<file path="src/rtl/multicycle_ctrl_fsm.sv">
// Multicycle MIPS main-control FSM with memory wait-state handshake, wait timeout,
// optional bne decode and a sticky trap state for illegal opcodes or bus errors.
module multicycle_ctrl_fsm #(
   parameter int ALUOP_W      = 3,
   parameter int WAIT_TIMEOUT = 15,
   parameter bit HAS_BNE      = 1'b1
) (
   input  logic               clk,
   input  logic               clr,
   input  logic [5:0]         Opcode,
   input  logic               mem_ready,
   output logic               mem_req,
   output logic               IorD,
   output logic               ALUSrcA,
   output logic               IRWrite,
   output logic               PCWrite,
   output logic               Branch,
   output logic               BranchNe,
   output logic               MemWrite,
   output logic               RegWrite,
   output logic               RegDst,
   output logic               MemtoReg,
   output logic [1:0]         PCSrc,
   output logic [1:0]         ALUSrcB,
   output logic [ALUOP_W-1:0] ALUOp,
   output logic               illegal_op,
   output logic               bus_err,
   output logic [3:0]         state_o
);

   // state | meaning: FETCH ir load, DECODE reg read, MEMADR/MEMRD/MEMWB/MEMWR load-store,
   // EXEC/ALUWB r-type, BEQ/BNE branch, *IEX/IMMWB immediates, JUMP, TRAP absorbing error
   typedef enum logic [3:0] {
      FETCH  = 4'd0,  DECODE = 4'd1,  MEMADR = 4'd2,  MEMRD  = 4'd3,
      MEMWB  = 4'd4,  MEMWR  = 4'd5,  EXEC   = 4'd6,  ALUWB  = 4'd7,
      BEQ    = 4'd8,  ADDIEX = 4'd9,  IMMWB  = 4'd10, JUMP   = 4'd11,
      ANDIEX = 4'd12, ORIEX  = 4'd13, BNE    = 4'd14, TRAP   = 4'd15
   } state_t;

   localparam int CNT_W = (WAIT_TIMEOUT < 2) ? 1 : $clog2(WAIT_TIMEOUT + 1);

   localparam logic [5:0] OP_RTYPE = 6'b000000;
   localparam logic [5:0] OP_J     = 6'b000010;
   localparam logic [5:0] OP_BEQ   = 6'b000100;
   localparam logic [5:0] OP_BNE   = 6'b000101;
   localparam logic [5:0] OP_ADDI  = 6'b001000;
   localparam logic [5:0] OP_ANDI  = 6'b001100;
   localparam logic [5:0] OP_ORI   = 6'b001101;
   localparam logic [5:0] OP_LW    = 6'b100011;
   localparam logic [5:0] OP_SW    = 6'b101011;

   localparam logic [ALUOP_W-1:0] ALU_ADD = '0;
   localparam logic [ALUOP_W-1:0] ALU_SUB = ALUOP_W'(1);
   localparam logic [ALUOP_W-1:0] ALU_FUN = ALUOP_W'(2);
   localparam logic [ALUOP_W-1:0] ALU_AND = ALUOP_W'(4);
   localparam logic [ALUOP_W-1:0] ALU_OR  = ALUOP_W'(5);

   state_t           state, state_nxt;
   logic [CNT_W-1:0] wait_cnt;
   logic             stall_st, timeout, set_ill, set_bus;

   assign stall_st = (state == FETCH) || (state == MEMRD) || (state == MEMWR);
   // wait_cnt holds stalls already seen, so this cycle is stall number wait_cnt+1
   assign timeout  = stall_st && !mem_ready && (wait_cnt == CNT_W'(WAIT_TIMEOUT - 1));

   always_comb begin
      state_nxt = state;
      set_ill   = 1'b0;
      set_bus   = 1'b0;
      case (state)
         FETCH:  if (mem_ready) state_nxt = DECODE;
         DECODE: begin
            case (Opcode)
               OP_LW, OP_SW: state_nxt = MEMADR;
               OP_RTYPE:     state_nxt = EXEC;
               OP_BEQ:       state_nxt = BEQ;
               OP_ADDI:      state_nxt = ADDIEX;
               OP_J:         state_nxt = JUMP;
               OP_ANDI:      state_nxt = ANDIEX;
               OP_ORI:       state_nxt = ORIEX;
               OP_BNE: begin
                  if (HAS_BNE) state_nxt = BNE;
                  else begin
                     state_nxt = TRAP;
                     set_ill   = 1'b1;
                  end
               end
               default: begin
                  state_nxt = TRAP;
                  set_ill   = 1'b1;
               end
            endcase
         end
         MEMADR: state_nxt = (Opcode == OP_SW) ? MEMWR : MEMRD;
         MEMRD:  if (mem_ready) state_nxt = MEMWB;
         MEMWR:  if (mem_ready) state_nxt = FETCH;
         EXEC:   state_nxt = ALUWB;
         ADDIEX, ANDIEX, ORIEX: state_nxt = IMMWB;
         MEMWB, ALUWB, IMMWB, BEQ, BNE, JUMP: state_nxt = FETCH;
         TRAP:   state_nxt = TRAP;
         default: state_nxt = TRAP;
      endcase
      if (timeout) begin
         state_nxt = TRAP;
         set_bus   = 1'b1;
      end
   end

   always_ff @(posedge clk) begin
      if (clr) begin
         state      <= FETCH;
         wait_cnt   <= '0;
         illegal_op <= 1'b0;
         bus_err    <= 1'b0;
      end else begin
         state <= state_nxt;
         if (set_ill) illegal_op <= 1'b1;
         if (set_bus) bus_err    <= 1'b1;
         if (stall_st && !mem_ready && (state_nxt == state)) wait_cnt <= wait_cnt + CNT_W'(1);
         else wait_cnt <= '0;
      end
   end

   always_comb begin
      mem_req  = 1'b0;
      IorD     = 1'b0;
      ALUSrcA  = 1'b0;
      IRWrite  = 1'b0;
      PCWrite  = 1'b0;
      Branch   = 1'b0;
      BranchNe = 1'b0;
      MemWrite = 1'b0;
      RegWrite = 1'b0;
      RegDst   = 1'b0;
      MemtoReg = 1'b0;
      PCSrc    = 2'b00;
      ALUSrcB  = 2'b00;
      ALUOp    = ALU_ADD;
      case (state)
         FETCH: begin
            mem_req = 1'b1;
            ALUSrcB = 2'b01;
            IRWrite = mem_ready;
            PCWrite = mem_ready;
         end
         DECODE: ALUSrcB = 2'b11;
         MEMADR: begin
            ALUSrcA = 1'b1;
            ALUSrcB = 2'b10;
         end
         MEMRD: begin
            mem_req = 1'b1;
            IorD    = 1'b1;
         end
         MEMWB: begin
            RegWrite = 1'b1;
            MemtoReg = 1'b1;
         end
         MEMWR: begin
            mem_req  = 1'b1;
            IorD     = 1'b1;
            MemWrite = 1'b1;
         end
         EXEC: begin
            ALUSrcA = 1'b1;
            ALUOp   = ALU_FUN;
         end
         ALUWB: begin
            RegDst   = 1'b1;
            RegWrite = 1'b1;
         end
         BEQ, BNE: begin
            ALUSrcA  = 1'b1;
            ALUOp    = ALU_SUB;
            PCSrc    = 2'b01;
            Branch   = (state == BEQ);
            BranchNe = (state == BNE);
         end
         ADDIEX, ANDIEX, ORIEX: begin
            ALUSrcA = 1'b1;
            ALUSrcB = 2'b10;
            ALUOp   = (state == ANDIEX) ? ALU_AND : (state == ORIEX) ? ALU_OR : ALU_ADD;
         end
         IMMWB: RegWrite = 1'b1;
         JUMP: begin
            PCSrc   = 2'b10;
            PCWrite = 1'b1;
         end
         default: ;
      endcase
   end

   assign state_o = state;

endmodule

</file>
<file path="config.mk">
export PLATFORM = sky130hd
export DESIGN_NAME = multicycle_ctrl_fsm
export DESIGN_NICKNAME = d
export VERILOG_FILES = /design/src/rtl/multicycle_ctrl_fsm.sv
export SDC_FILE = /design/constraint.sdc
export NUM_CORES = 1
export LEC_CHECK = 0
export ABC_AREA = 1
export BUFFER_PORTS_ARGS = -buffer_cell sky130_fd_sc_hd__buf_2
export CORE_MARGIN = 1.5
export CORE_UTILIZATION = 52
export DETAILED_ROUTE_END_ITERATION = 6
export GPL_TIMING_DRIVEN = 0
export PLACE_DENSITY_LB_ADDON = 0.05
export SYNTH_ARGS = -nofsm -noshare
export SYNTH_HDL_FRONTEND = slang
export SYNTH_SLANG_ARGS = --single-unit
</file>
<file path="constraint.sdc">
create_clock -name clk -period 2 [get_ports clk]
set_input_delay 0.1 -clock clk [delete_from_list [all_inputs] [get_ports clk]]
set_output_delay 0.1 -clock clk [all_outputs]
set_load 0.005 [all_outputs]
</file>
==> out/qor.yml <==
area_growth_pct: 23.9
wl_um: 2010
ys_seq_elements: 10
grt_pass1_wl_um: 3080
cts-hold-fix-buffers: 0
cts_setup_buffers: 0
synth-edff-count: 0
synthTopCellsByCount: "nor2_1 (48), nand2_1 (38), inv_1 (26)"
yosysSeqAreaShare_pct: 22.1
ir_drop_mv: 0.839
leakagePower_uw: 0.000702
max_freq_mhz: 679
placed_cells: 215
power_density_mw_per_mm2: 1120
area.sequential_um2: 200
worst_pin_slew_ns: 0.240
yosys.area.top_type: "dfxtp_1"
clockRootBuffer: "clkbuf_4"
slew_headroom_pct: 84.0
nNetsFinal: 215
utilization_pct: 71.9
p_sw_uw: 588
hold_violations: 0
dp_hpwl_um: 1760
rows: 14
clkSlewWorstSetupHoldPaths_ns: 0.06
stdcell_count: 219
grt_pass1_vias: 834
synthArstFlopShare_pct: 0
synth_cell_types: 20
comb_power_share_pct: 61.4
antenna_cells: 0
io_pins: 33
grt_max_degree: 9
drtIter0Drc: 33
finalCritPeriodShare_pct: 73.6
fp.dieArea_mm2: 0.00200
clock_tree.buffer_depth: 2
port_buffers: 32
cts_sinks: 10
end_kind: "primary output"
violations: "DRC"
syn_nets: 178
crit_type: "register to primary output"
p_sw_share_pct: 46.9
wl_per_cell_um: 9.17
cts_tree: "done"
clock_latency_ns: 0.26
hold_path.class: "input pin to register"
drc: 5
cts_resized: 0
gp_congestion: 0.827
yosysWarnings: 0
syn_inst: 167
synth_top_area_share_pct: 22.1
vias: 1109
rsz0062_at_grt: "no"
place_ws_ns: 0.670
crit_fanout: 6
fillCellCount: 151
synth_most_common_cell: "nor2_1"
status: "finished with violations"
die_h_um: 44.7
antenna_found_initial: 0
coreArea_mm2: 0.00156
netlist_area_um2: 905
design_area_mm2: 0.00112
critPathRequiredTime_ns: 1.90
grt_usage_pct: 20.3
cp-start-kind: "register"
cp.arrival_ns: 1.37
maxSlewViolCount: 0
post-route-min-period_ns: 1.47
vias_per_cell: 5.06
synth.area.top_cells: "dfxtp_1 (22%), nor2_1 (20%), nand2_1 (16%)"
initial_core_util_pct: 58.0
clkPwrFrac_pct: 13.9
grt_overflow: 0
die_w_um: 44.7
avgSynthCellArea_um2: 5.42
cts_buffers: 3
drive_gt1_share_pct: 24.6
ys.flop_type: "dfxtp_1"
finalSetupViolations: 0
place_area_mm2: 0.00108
cts_max_level: 1
ant_nets: 0
tns_ns: 0
setup_ws_ns: 0.528
multiInputGateArea_um2: 592
finClkSkew_ns: 0.00395
intPower_uw: 667
power_frac_seq_pct: 24.7
first_pass_iters: 7
drv_cap: 0
==> per-stage QoR <==
| step | hold WS, ns | total power (uW) |
|---|---|---|
| finish | 0.0723 | 1260 |
| global placement | 0.338 | 1070 |
| global route | 0.0661 | 1380 |
| floorplan | 0.169 | 822 |
| detailed placement | 0.340 | 1090 |
| CTS | 0.0580 | 1270 |
==> power groups by stage <==
stage / clock network, uW / registers [uW] / logic (uW)
4_1_cts: 181 / 310 / 778
2_1_floorplan: 0 / 314 / 509
3_5_place_dp: 0 / 315 / 775
3_3_place_gp: 0 / 314 / 758
5_1_grt: 192 / 316 / 867
6_report: 175 / 310 / 770
==> routing by layer <==
metal | part of all wire, % | GRT usage, % | routed length, um
met1 | 44 | 22.8 | 882
met2 | 52 | 39.4 | 1040
met3 | 4.1 | 4.80 | 82
met4 | 0 | 1.82 | 0
met5 | 0 | 0 | 0
==> state kept, by name (all words and copies together) (netlist names) <==
register and flops:
bus_err 1, illegal_op 1, state_o 4, wait_cnt 4
==> path summary, 6_finish.rpt <==
check                              from                      to  slack [ns]  cells past startpoint
setup / recovery  state_o[3]$_SDFF_PP0_                ALUOp[0]        0.53                      7
setup reg to reg  state_o[1]$_SDFF_PP0_  wait_cnt[2]$_SDFF_PP0_        0.66                      9
hold reg to reg    bus_err$_SDFFE_PP0P_    bus_err$_SDFFE_PP0P_        0.45                      2
hold / removal                      clr   state_o[0]$_SDFF_PP0_        0.07                      2
==> area by class of cell <==
cell class,count,area share [%]
well taps,16,1.79
multi-input cells,127,52.8
clock buffers,4,3.24
flip-flops and latches,10,17.9
inverters,30,10.0
repair buffers,32,14.3
==> cells by family (layout without fill, tap and decap cells) <==
family	after synthesis	after routing	share of synthesized area (%)
AO/OA/AOI/OAI	8	8	4.56
XOR/XNOR	2	2	1.94
adder cells (fa/ha/maj)	2	2	2.77
buffers and inverters	30	66	12.4
flip-flops	10	10	22.1
AND/OR/NAND/NOR	115	115	56.2
==> cells in the final DEF (no fill, tap or decap), drive strengths merged <==
| master | instances |
|---|---|
| a21oi | 3 |
| and3 | 1 |
| a31oi | 1 |
| buf | 32 |
| dfxtp | 10 |
| nor2 | 52 |
| nand4 | 1 |
| nand3 | 19 |
| o21ai | 4 |
| clkbuf | 4 |
| xor2 | 1 |
| inv | 30 |
| xnor2 | 1 |
| ha | 2 |
| nand2 | 42 |
==> critical path: stages (launching register included) <==
cell and delay, ns:
dfxtp_1 0.33, inv_1 0.12, nor2_1 0.05, inv_1 0.15, nor2_1 0.07, nor2_1 0.16, o21ai_0 0.10, buf_2 0.13
Note: power is estimated with default switching activity, not from simulation.
